<file path="config.mk">
export PLATFORM = sky130hd
export DESIGN_NAME = conv_narrow_wide
export DESIGN_NICKNAME = d
export VERILOG_FILES = /design/src/rtl/conv_narrow_wide.sv
export SDC_FILE = /design/constraint.sdc
export NUM_CORES = 1
export LEC_CHECK = 0
export ABC_AREA = 1
export CORE_MARGIN = 2
export CORE_UTILIZATION = 35
export DETAILED_ROUTE_END_ITERATION = 10
export GPL_ROUTABILITY_DRIVEN = 0
export PLACE_DENSITY = 0.61
export SYNTH_ARGS = -nofsm -noshare
export SYNTH_HDL_FRONTEND = slang
export SYNTH_SLANG_ARGS = --single-unit
</file>
<file path="constraint.sdc">
create_clock -name clk_4f -period 1.6 [get_ports clk_4f]
set_input_delay 0.32 -clock clk_4f [delete_from_list [all_inputs] [get_ports clk_4f]]
set_output_delay 0.32 -clock clk_4f [all_outputs]
set_load 0.1 [all_outputs]
</file>
<file path="src/rtl/conv_narrow_wide.sv">
// conv_narrow_wide: packs RATIO IN_W-bit beats into a held OUT_W-bit word; strobe/err one clk_4f after the last sampled beat.
// No backpressure (in_valid only); `define CONV_FLUSH_EN adds flush and out_keep for zero-padded partial words.
module conv_narrow_wide #(
  parameter int IN_W      = 8,
  parameter int RATIO     = 4,
  parameter bit MSB_FIRST = 1'b1
) (
  input  logic                  clk_4f,
  input  logic                  reset,
  input  logic [IN_W-1:0]       in_data,
  input  logic                  in_valid,
`ifdef CONV_FLUSH_EN
  input  logic                  flush,
  output logic [RATIO-1:0]      out_keep,
`endif
  output logic [IN_W*RATIO-1:0] out_data,
  output logic                  out_strobe,
  output logic                  out_valid,
  output logic                  err_partial
);

  localparam int OUT_W = IN_W * RATIO;
  localparam int CW    = $clog2(RATIO);
  localparam int IW    = $clog2(RATIO) + 1;
  localparam logic [CW-1:0] LAST     = CW'(RATIO - 1);
  localparam logic [IW-1:0] IDLE_MAX = IW'(RATIO - 1);

  typedef enum logic {S_IDLE, S_FILL} state_t;

  state_t           state_q, state_d;
  logic [CW-1:0]    cnt_q, cnt_d;
  logic [OUT_W-1:0] asm_q, asm_d;
  logic [OUT_W-1:0] beat_word;
  logic             done_q, done_d;
  logic             drop_q, drop_d;
  logic [OUT_W-1:0] out_data_q, out_data_d;
  logic             out_strobe_q, out_strobe_d;
  logic             out_valid_q, out_valid_d;
  logic             err_q, err_d;
  logic [IW-1:0]    idle_q, idle_d;
`ifdef CONV_FLUSH_EN
  logic             flush_q, flush_d;
  logic [RATIO-1:0] keep_pend_q, keep_pend_d;
  logic [RATIO-1:0] keep_q, keep_d;

  function automatic logic [RATIO-1:0] keep_mask(input logic [CW-1:0] n);
    logic [RATIO-1:0] m;
    for (int k = 0; k < RATIO; k++) m[k] = (CW'(k) < n);
    return m;
  endfunction
`endif

  function automatic int slot_lo(input int k);
    return MSB_FIRST ? OUT_W - (k + 1) * IN_W : k * IN_W;
  endfunction

  // Incoming beat placed at the slot selected by the current count.
  always_comb begin
    beat_word = '0;
    for (int k = 0; k < RATIO; k++)
      if (cnt_q == CW'(k)) beat_word[slot_lo(k) +: IN_W] = in_data;
  end

  always_ff @(posedge clk_4f) begin
    if (reset) begin
      state_q      <= S_IDLE;
      cnt_q        <= '0;
      asm_q        <= '0;
      done_q       <= 1'b0;
      drop_q       <= 1'b0;
      out_data_q   <= '0;
      out_strobe_q <= 1'b0;
      out_valid_q  <= 1'b0;
      err_q        <= 1'b0;
      idle_q       <= '0;
`ifdef CONV_FLUSH_EN
      flush_q      <= 1'b0;
      keep_pend_q  <= '0;
      keep_q       <= '0;
`endif
    end else begin
      state_q      <= state_d;
      cnt_q        <= cnt_d;
      asm_q        <= asm_d;
      done_q       <= done_d;
      drop_q       <= drop_d;
      out_data_q   <= out_data_d;
      out_strobe_q <= out_strobe_d;
      out_valid_q  <= out_valid_d;
      err_q        <= err_d;
      idle_q       <= idle_d;
`ifdef CONV_FLUSH_EN
      flush_q      <= flush_d;
      keep_pend_q  <= keep_pend_d;
      keep_q       <= keep_d;
`endif
    end
  end

  // Next state; completion/discard events are registered here and surface one cycle later.
  always_comb begin
    state_d = state_q;
    cnt_d   = cnt_q;
    asm_d   = asm_q;
    done_d  = 1'b0;
    drop_d  = 1'b0;
`ifdef CONV_FLUSH_EN
    flush_d     = 1'b0;
    keep_pend_d = keep_pend_q;
`endif
    if (in_valid) asm_d = ((cnt_q == '0) ? '0 : asm_q) | beat_word;
    case (state_q)
      S_IDLE: begin
        if (in_valid) begin
          state_d = S_FILL;
          cnt_d   = CW'(1);
        end
      end
      S_FILL: begin
        if (in_valid) begin
          if (cnt_q == LAST) begin
            done_d = 1'b1;
            cnt_d  = '0;
          end
`ifdef CONV_FLUSH_EN
          else if (flush && cnt_q != '0) begin
            flush_d     = 1'b1;
            keep_pend_d = keep_mask(cnt_q + 1'b1);
            cnt_d       = '0;
            state_d     = S_IDLE;
          end
`endif
          else begin
            cnt_d = cnt_q + 1'b1;
          end
        end else if (cnt_q != '0) begin
          cnt_d   = '0;
          state_d = S_IDLE;
`ifdef CONV_FLUSH_EN
          if (flush) begin
            flush_d     = 1'b1;
            keep_pend_d = keep_mask(cnt_q);
          end else begin
            drop_d = 1'b1;
          end
`else
          drop_d = 1'b1;
`endif
        end else begin
          state_d = S_IDLE;
        end
      end
      default: state_d = S_IDLE;
    endcase
  end

  // Output registers: hold the last word, pulse strobe/err, track stream activity.
  always_comb begin
`ifdef CONV_FLUSH_EN
    out_strobe_d = done_q | flush_q;
    keep_d       = done_q ? '1 : (flush_q ? keep_pend_q : keep_q);
`else
    out_strobe_d = done_q;
`endif
    err_d       = drop_q;
    out_data_d  = out_strobe_d ? asm_q : out_data_q;
    out_valid_d = out_valid_q;
    idle_d      = idle_q;
    if (out_strobe_d) begin
      out_valid_d = 1'b1;
      idle_d      = '0;
    end else if (out_valid_q) begin
      if (idle_q == IDLE_MAX) begin
        out_valid_d = 1'b0;
        idle_d      = '0;
      end else begin
        idle_d = idle_q + 1'b1;
      end
    end
  end

  assign out_data    = out_data_q;
  assign out_strobe  = out_strobe_q;
  assign out_valid   = out_valid_q;
  assign err_partial = err_q;
`ifdef CONV_FLUSH_EN
  assign out_keep    = keep_q;
`endif

endmodule

</file>
==> run metrics, run 1 <==
outcome=complete, no violations; number of top-level design ports=between 40 and 50; Worst Setup End Kind=flip-flop; count of pins over their slew limit=0; starting density of the core=0.361; Die Span X=90.2 µm; number of antenna violations at the first check in global routing=0; top layer used by detailed routing=met4; destination of the worst hold path=err_partial; Static Leakage=about 1.6 nW; flop and latch count out of synthesis=75; DRT met1 WL=about 2500 µm; cell at the root of the clock tree=clkbuf_8; die area=8140 µm²; Inserted Clock Buffers=9; hold buffers post-CTS=0; Clock Skew=0.00698 ns; Synth Instances=between 300 and 400; count of distinct cell types in the synthesized netlist=17; pin count of the biggest net entering global routing=26; synthesized netlist net count=341; synthesis warning total=0; setup repair after global routing missed its margin=false; crit share post-route=0.875; critical path startpoint category=flip-flop; Die Y-Extent=between 90 and 100 µm; Clk Latency, worst-skew pair=0.35 ns; vias in the first global route=between 2000 and 2500; final number of setup-violating endpoints=0; post-layout min period=about 1.4 ns; max_cap viols=0; Routed Antenna Nets=0; final global-route overflow total=0; Post-route DRC=0; routed length per placed instance=between 10 and 15 µm; fraction of layout cells with a size suffix above 1=0.173; path depth of the worst reg2reg path=6; Post-Route WL=~5500 µm; cell row count=31; total count of hold-check failures in the final report=0; Worst Hold Class=reg2reg; final core utilization=0.523; Least-Margin Pin Slew=approximately 0.36 ns; RR Endpoint=asm_q[19]; via/cell ratio=approximately 4.5; IR Drop Worst-Case VDD=around 0.6 mV; most frequent cells in the layout=nand2_1 (127), dfxtp_1 (75), buf_12 (36); Max Clock Freq=slightly above 0.7 GHz; Starting DRT DRC Count=around 120; Post-CTS Setup Repair Bufs=0; Max H-tree Level=3; worst hold path depth=2; Seq/Total Area, Yosys=0.577; placeable core region=roughly 7200 µm²; summed instance area of the synthesized netlist=2600 µm²; cells resized by post-CTS repair=0; required time of the worst setup path=around 1.9 ns; Fin Setup TNS=0 ns; commonest non-fill, non-tap cell in the layout=nand2_1; clock edge transition at the registers on the reported setup and hold paths=~0.070 ns; clock tree from TritonCTS=built; number of nets in the final layout=393; mean instance size in the synthesized netlist=8.00 µm²; critical path peak fanout=24; Power Dens Cells=~980 nW/µm²; met3 wire length=about 230 µm; GRT Resource Usage Total=0.153; signal arrival time at the worst endpoint=approximately 1.7 ns; vias post-DR=2149; Met2 Wirelength=2550 µm; R2R setup slack=0.20 ns; post-detailed-placement half-perimeter wirelength=4020 µm; start point of the worst min-delay path=drop_q; Port Buffers=45; Area Overhead vs Synth=45.1%; number of buffers between clock root and the deepest sink=2; worst setup path class=reg2reg; first-pass iteration count of the detailed router=4; Crit Reg-Reg Startpoint=cnt_q[0]; antenna diode count=0; Slew headroom=0.761; number of clock sinks=between 70 and 80; wire length of the first global-routing pass=9890 µm
## critical path, stage by stage (launching register included)
cell and delay (ns):
dfxtp_1 0.40, inv_1 0.09, ha_1 0.24, nand2_1 0.09, buf_4 0.25, nand2_1 0.10, a21oi_1 0.15
## how the worst max path moves through the flow
stage / start / end / slack [ns] / cells after the start
after floorplan: out_valid / idle_q[0] / 0.16 / 3
after global placement: reset / out_data[24] / 0.13 / 5
after detailed placement: reset / out_data[13] / 0.12 / 7
after CTS: cnt_q[0] / asm_q[19] / 0.20 / 6
after global routing: cnt_q[0] / asm_q[19] / 0.1 / 6
final: cnt_q[0] / asm_q[19] / 0.20 / 6
## cell families after synthesis
family	after synthesis	share of synthesized area
DFF	75	0.577
and+or+nand+nor	144	0.216
adders and majority gates	5	0.0241
buffers and inverters	44	0.0721
AOI/OAI and AO/OA	57	0.111
## synth_stat cells, drive strengths merged
| library cell | number | area share |
|---|---|---|
| a211oi | 1 | 0.0029 |
| clkbuf | 4 | 0.0058 |
| nand3 | 11 | 0.021 |
| buf | 12 | 0.026 |
| o21ai | 27 | 0.052 |
| nand2 | 128 | 0.19 |
| nor3 | 2 | 0.0038 |
| inv | 28 | 0.040 |
| a21oi | 29 | 0.056 |
| dfxtp | 75 | 0.58 |
| nor2 | 3 | 0.0053 |
| ha | 5 | 0.024 |
## stage by stage
step / cell area [µm²] / power [W] / setup WS (ns) / cells / hold slack (ns)
2_1_floorplan: 2600 / 0.00206 / 0.161 / 325 / 0.388
3_3_place_gp: 3550 / 0.00214 / 0.133 / 465 / 0.400
3_5_place_dp: 3550 / 0.00214 / 0.116 / 465 / 0.399
4_1_cts: 3770 / 0.00375 / 0.203 / 481 / 0.412
5_1_grt: 3770 / 0.00386 / 0.0965 / 481 / 0.433
6_report: 3770 / 0.00371 / 0.201 / 481 / 0.408
## routing by layer
layer  vias to the layer above  GRT usage
met5                         -          0
met4                         0      0.103
met3                        16     0.0394
met2                        45      0.241
met1                       965      0.184
li1                       1123          -
## cell type report
type	instances	area (µm²)
well taps	99	124
fillers	691	3440
inverters	28	105
flip-flops and latches	75	1500
clock buffers	12	155
multi-input cells	206	912
clock inverters	4	72.6
repair buffers	57	903
## where the power goes
part,switching [W],leakage [nW],internal [W]
combinational,0.000115,0.867,0.0000711
sequential,0.0000132,0.607,0.00190
clock,0.000649,0.113,0.000961
total,0.000778,1.59,0.00293
Note: power is estimated with default switching activity, not from simulation.
==> inputs of run 2 (changes only) <==
CORE_UTILIZATION = 55   (was 35)
PLACE_DENSITY = 0.87   (was 0.61)
clock period = 1.8 ns   (was 1.6 ns; I/O delays follow)
==> run 2 against run 1 <==
  * Combinational power down 11%
  * Cell count decreased by 10%
  * Wire length increased by 4.9%
  * Clock power is 4% lower
  * Worst setup slack better by 0.10 ns
  * Non-clock buffer count shrank 3
  * Critical path type unchanged
==> run metrics, run 2 (synthesis gave the netlist of run 1 again) <==
IR Drop Worst-Case VDD=0.705 mV (+16%); routed length per placed instance=13.3 µm (+17%); Max H-tree Level=3 (unchanged); commonest non-fill, non-tap cell in the layout=nand2_1; outcome=complete, no violations; Inserted Clock Buffers=9 (unchanged); Starting DRT DRC Count=138 (+19%); crit share post-route=0.832 (-0.0422); Clk Latency, worst-skew pair=0.36 ns (about the same); number of clock sinks=75 (unchanged); required time of the worst setup path=2.08 ns (+0.20 ns); cells resized by post-CTS repair=0 (unchanged); final number of setup-violating endpoints=0 (unchanged); setup repair after global routing missed its margin=false; start point of the worst min-delay path=drop_q; cell at the root of the clock tree=clkbuf_8; Area Overhead vs Synth=42.1%; setup slack of the critical path after layout=0.302 ns (+0.101 ns); final core utilization=0.798 (+0.275); chain of cells forming the critical path=inv_1 -> ha_1 -> nand2_1 -> buf_4 -> o21ai_0 -> a21oi_1; starting density of the core=0.562 (+0.201); vias post-DR=2223 (+3.4%); kind of cell adding the most delay to the critical path=flip-flops; Routed Antenna Nets=0 (unchanged); R2R setup slack=0.30 ns (+0.10 ns); critical path startpoint category=flip-flop; Slew headroom=0.741 (-0.0204); antenna diode count=0 (unchanged); peak-usage layer in the global routing report=met2; Least-Margin Pin Slew=0.389 ns (+0.0310 ns); Post-Route WL=5740 µm (+4.9%); Post-CTS Setup Repair Bufs=0 (unchanged); critical path peak fanout=28 (+17%); Max Clock Freq=0.667 GHz (-6.6%); Crit Reg-Reg Startpoint=cnt_q[0]; worst setup path class=reg2reg; wire length of the first global-routing pass=9840 µm (-0.56%); Clock Skew=0.00809 ns (+0.00111 ns); Crit-path slowest cell=dfxtp_1; number of top-level design ports=46 (unchanged); number of buffers between clock root and the deepest sink=2 (unchanged); final global-route overflow total=0 (unchanged); vias in the first global route=2149 (+0.94%); Port Buffers=45 (unchanged); Die Y-Extent=72.8 µm (-19%); GRT Resource Usage Total=0.246 (+0.0931); first-pass iteration count of the detailed router=5 (+1); Worst Hold Class=reg2reg; number of antenna violations at the first check in global routing=0 (unchanged); clock edge transition at the registers on the reported setup and hold paths=0.07 ns (about the same); M1 GR Usage=0.293 (+0.108); dpl cell area=3450 µm² (-2.6%); destination of the worst hold path=err_partial; max_cap viols=0 (unchanged); die area=5300 µm² (-35%); placeable core region=4630 µm² (-36%); cell row count=25 (-19%); Static Leakage=1.58 nW (-0.44%); via/cell ratio=5.13 (+15%); most frequent cells in the layout=nand2_1 (127), dfxtp_1 (75), buf_12 (35); Post-route DRC=0 (unchanged); signal arrival time at the worst endpoint=1.78 ns (+0.10 ns); WHS=0.421 ns (+0.0128 ns); hold buffers post-CTS=0 (unchanged); buffer and inverter count on the worst path=2 (unchanged); total count of hold-check failures in the final report=0 (unchanged); maximum single-stage delay on the critical path=0.39 ns (about the same); met2 routing resource usage after global routing=0.386 (+0.145); count of pins over their slew limit=0 (unchanged); fraction of layout cells with a size suffix above 1=0.166 (-0.00655); number of nets in the final layout=390 (-0.76%); clock tree from TritonCTS=built; Power Dens Cells=923 nW/µm² (-6.0%); path depth of the worst reg2reg path=6 (unchanged); worst hold path depth=2 (unchanged); post-detailed-placement half-perimeter wirelength=3780 µm (-6.1%); pin count of the biggest net entering global routing=29 (+12%); total of fill cells in the finished design=266 (-62%); Die Span X=72.8 µm (-19%); area of all placed cells without fillers=3700 µm² (-2.1%); Worst Setup End Kind=flip-flop; pre-CTS worst setup slack=0.101 ns (-0.0148 ns); Fin Setup TNS=0 ns (unchanged); post-layout min period=1.50 ns (+0.0990 ns); GR Util met3=0.0622 (+0.0228)
[run 2: how the worst max path moves through the flow]
stage,from,end,cells after the start
final,cnt_q[0],flip-flop,6
after global routing,cnt_q[0],flip-flop,6
after CTS,cnt_q[0],flip-flop,6
after detailed placement,in_valid,flip-flop,5
after global placement,in_valid,flip-flop,5
after floorplan,out_valid,idle_q[0],3
[run 2: through the flow]
step	cells	total power, W
2_1_floorplan	325	0.00183
3_3_place_gp	417	0.00189
3_5_place_dp	417	0.00189
4_1_cts	433	0.00342
5_1_grt	433	0.00351
6_report	433	0.00341
[run 2: worst reg2reg max path, cell delays in order, from the launching register on]
cell and delay, ns:
dfxtp_1 0.39, inv_1 0.09, ha_1 0.23, nand2_1 0.10
buf_4 0.28, o21ai_0 0.17, a21oi_1 0.17
[run 2: cell type report]
type / instances / area (µm²) / share of cell area
clock buffer: 11 / 141 / 0.0383
sequential: 75 / 1500 / 0.406
timing repair buffer: 54 / 868 / 0.235
clock inverter: 5 / 100 / 0.0271
tap: 54 / 67.6 / 0.0183
multi-input combinational: 206 / 912 / 0.247
inverter: 28 / 105 / 0.0284
[run 2: report_power, final]
| group | switching (W) | internal [W] |
|---|---|---|
| registers | 0.0000114 | 0.00169 |
| logic | 0.000106 | 0.0000601 |
| clock network | 0.000593 | 0.000954 |
[run 2: layer usage]
| layer | vias to the layer above | wire [µm] |
|---|---|---|
| met1 | 1001 | 2480 |
| met2 | 83 | 2760 |
| met5 | - | 0 |
| li1 | 1119 | - |
| met3 | 20 | 269 |
| met4 | 0 | 236 |
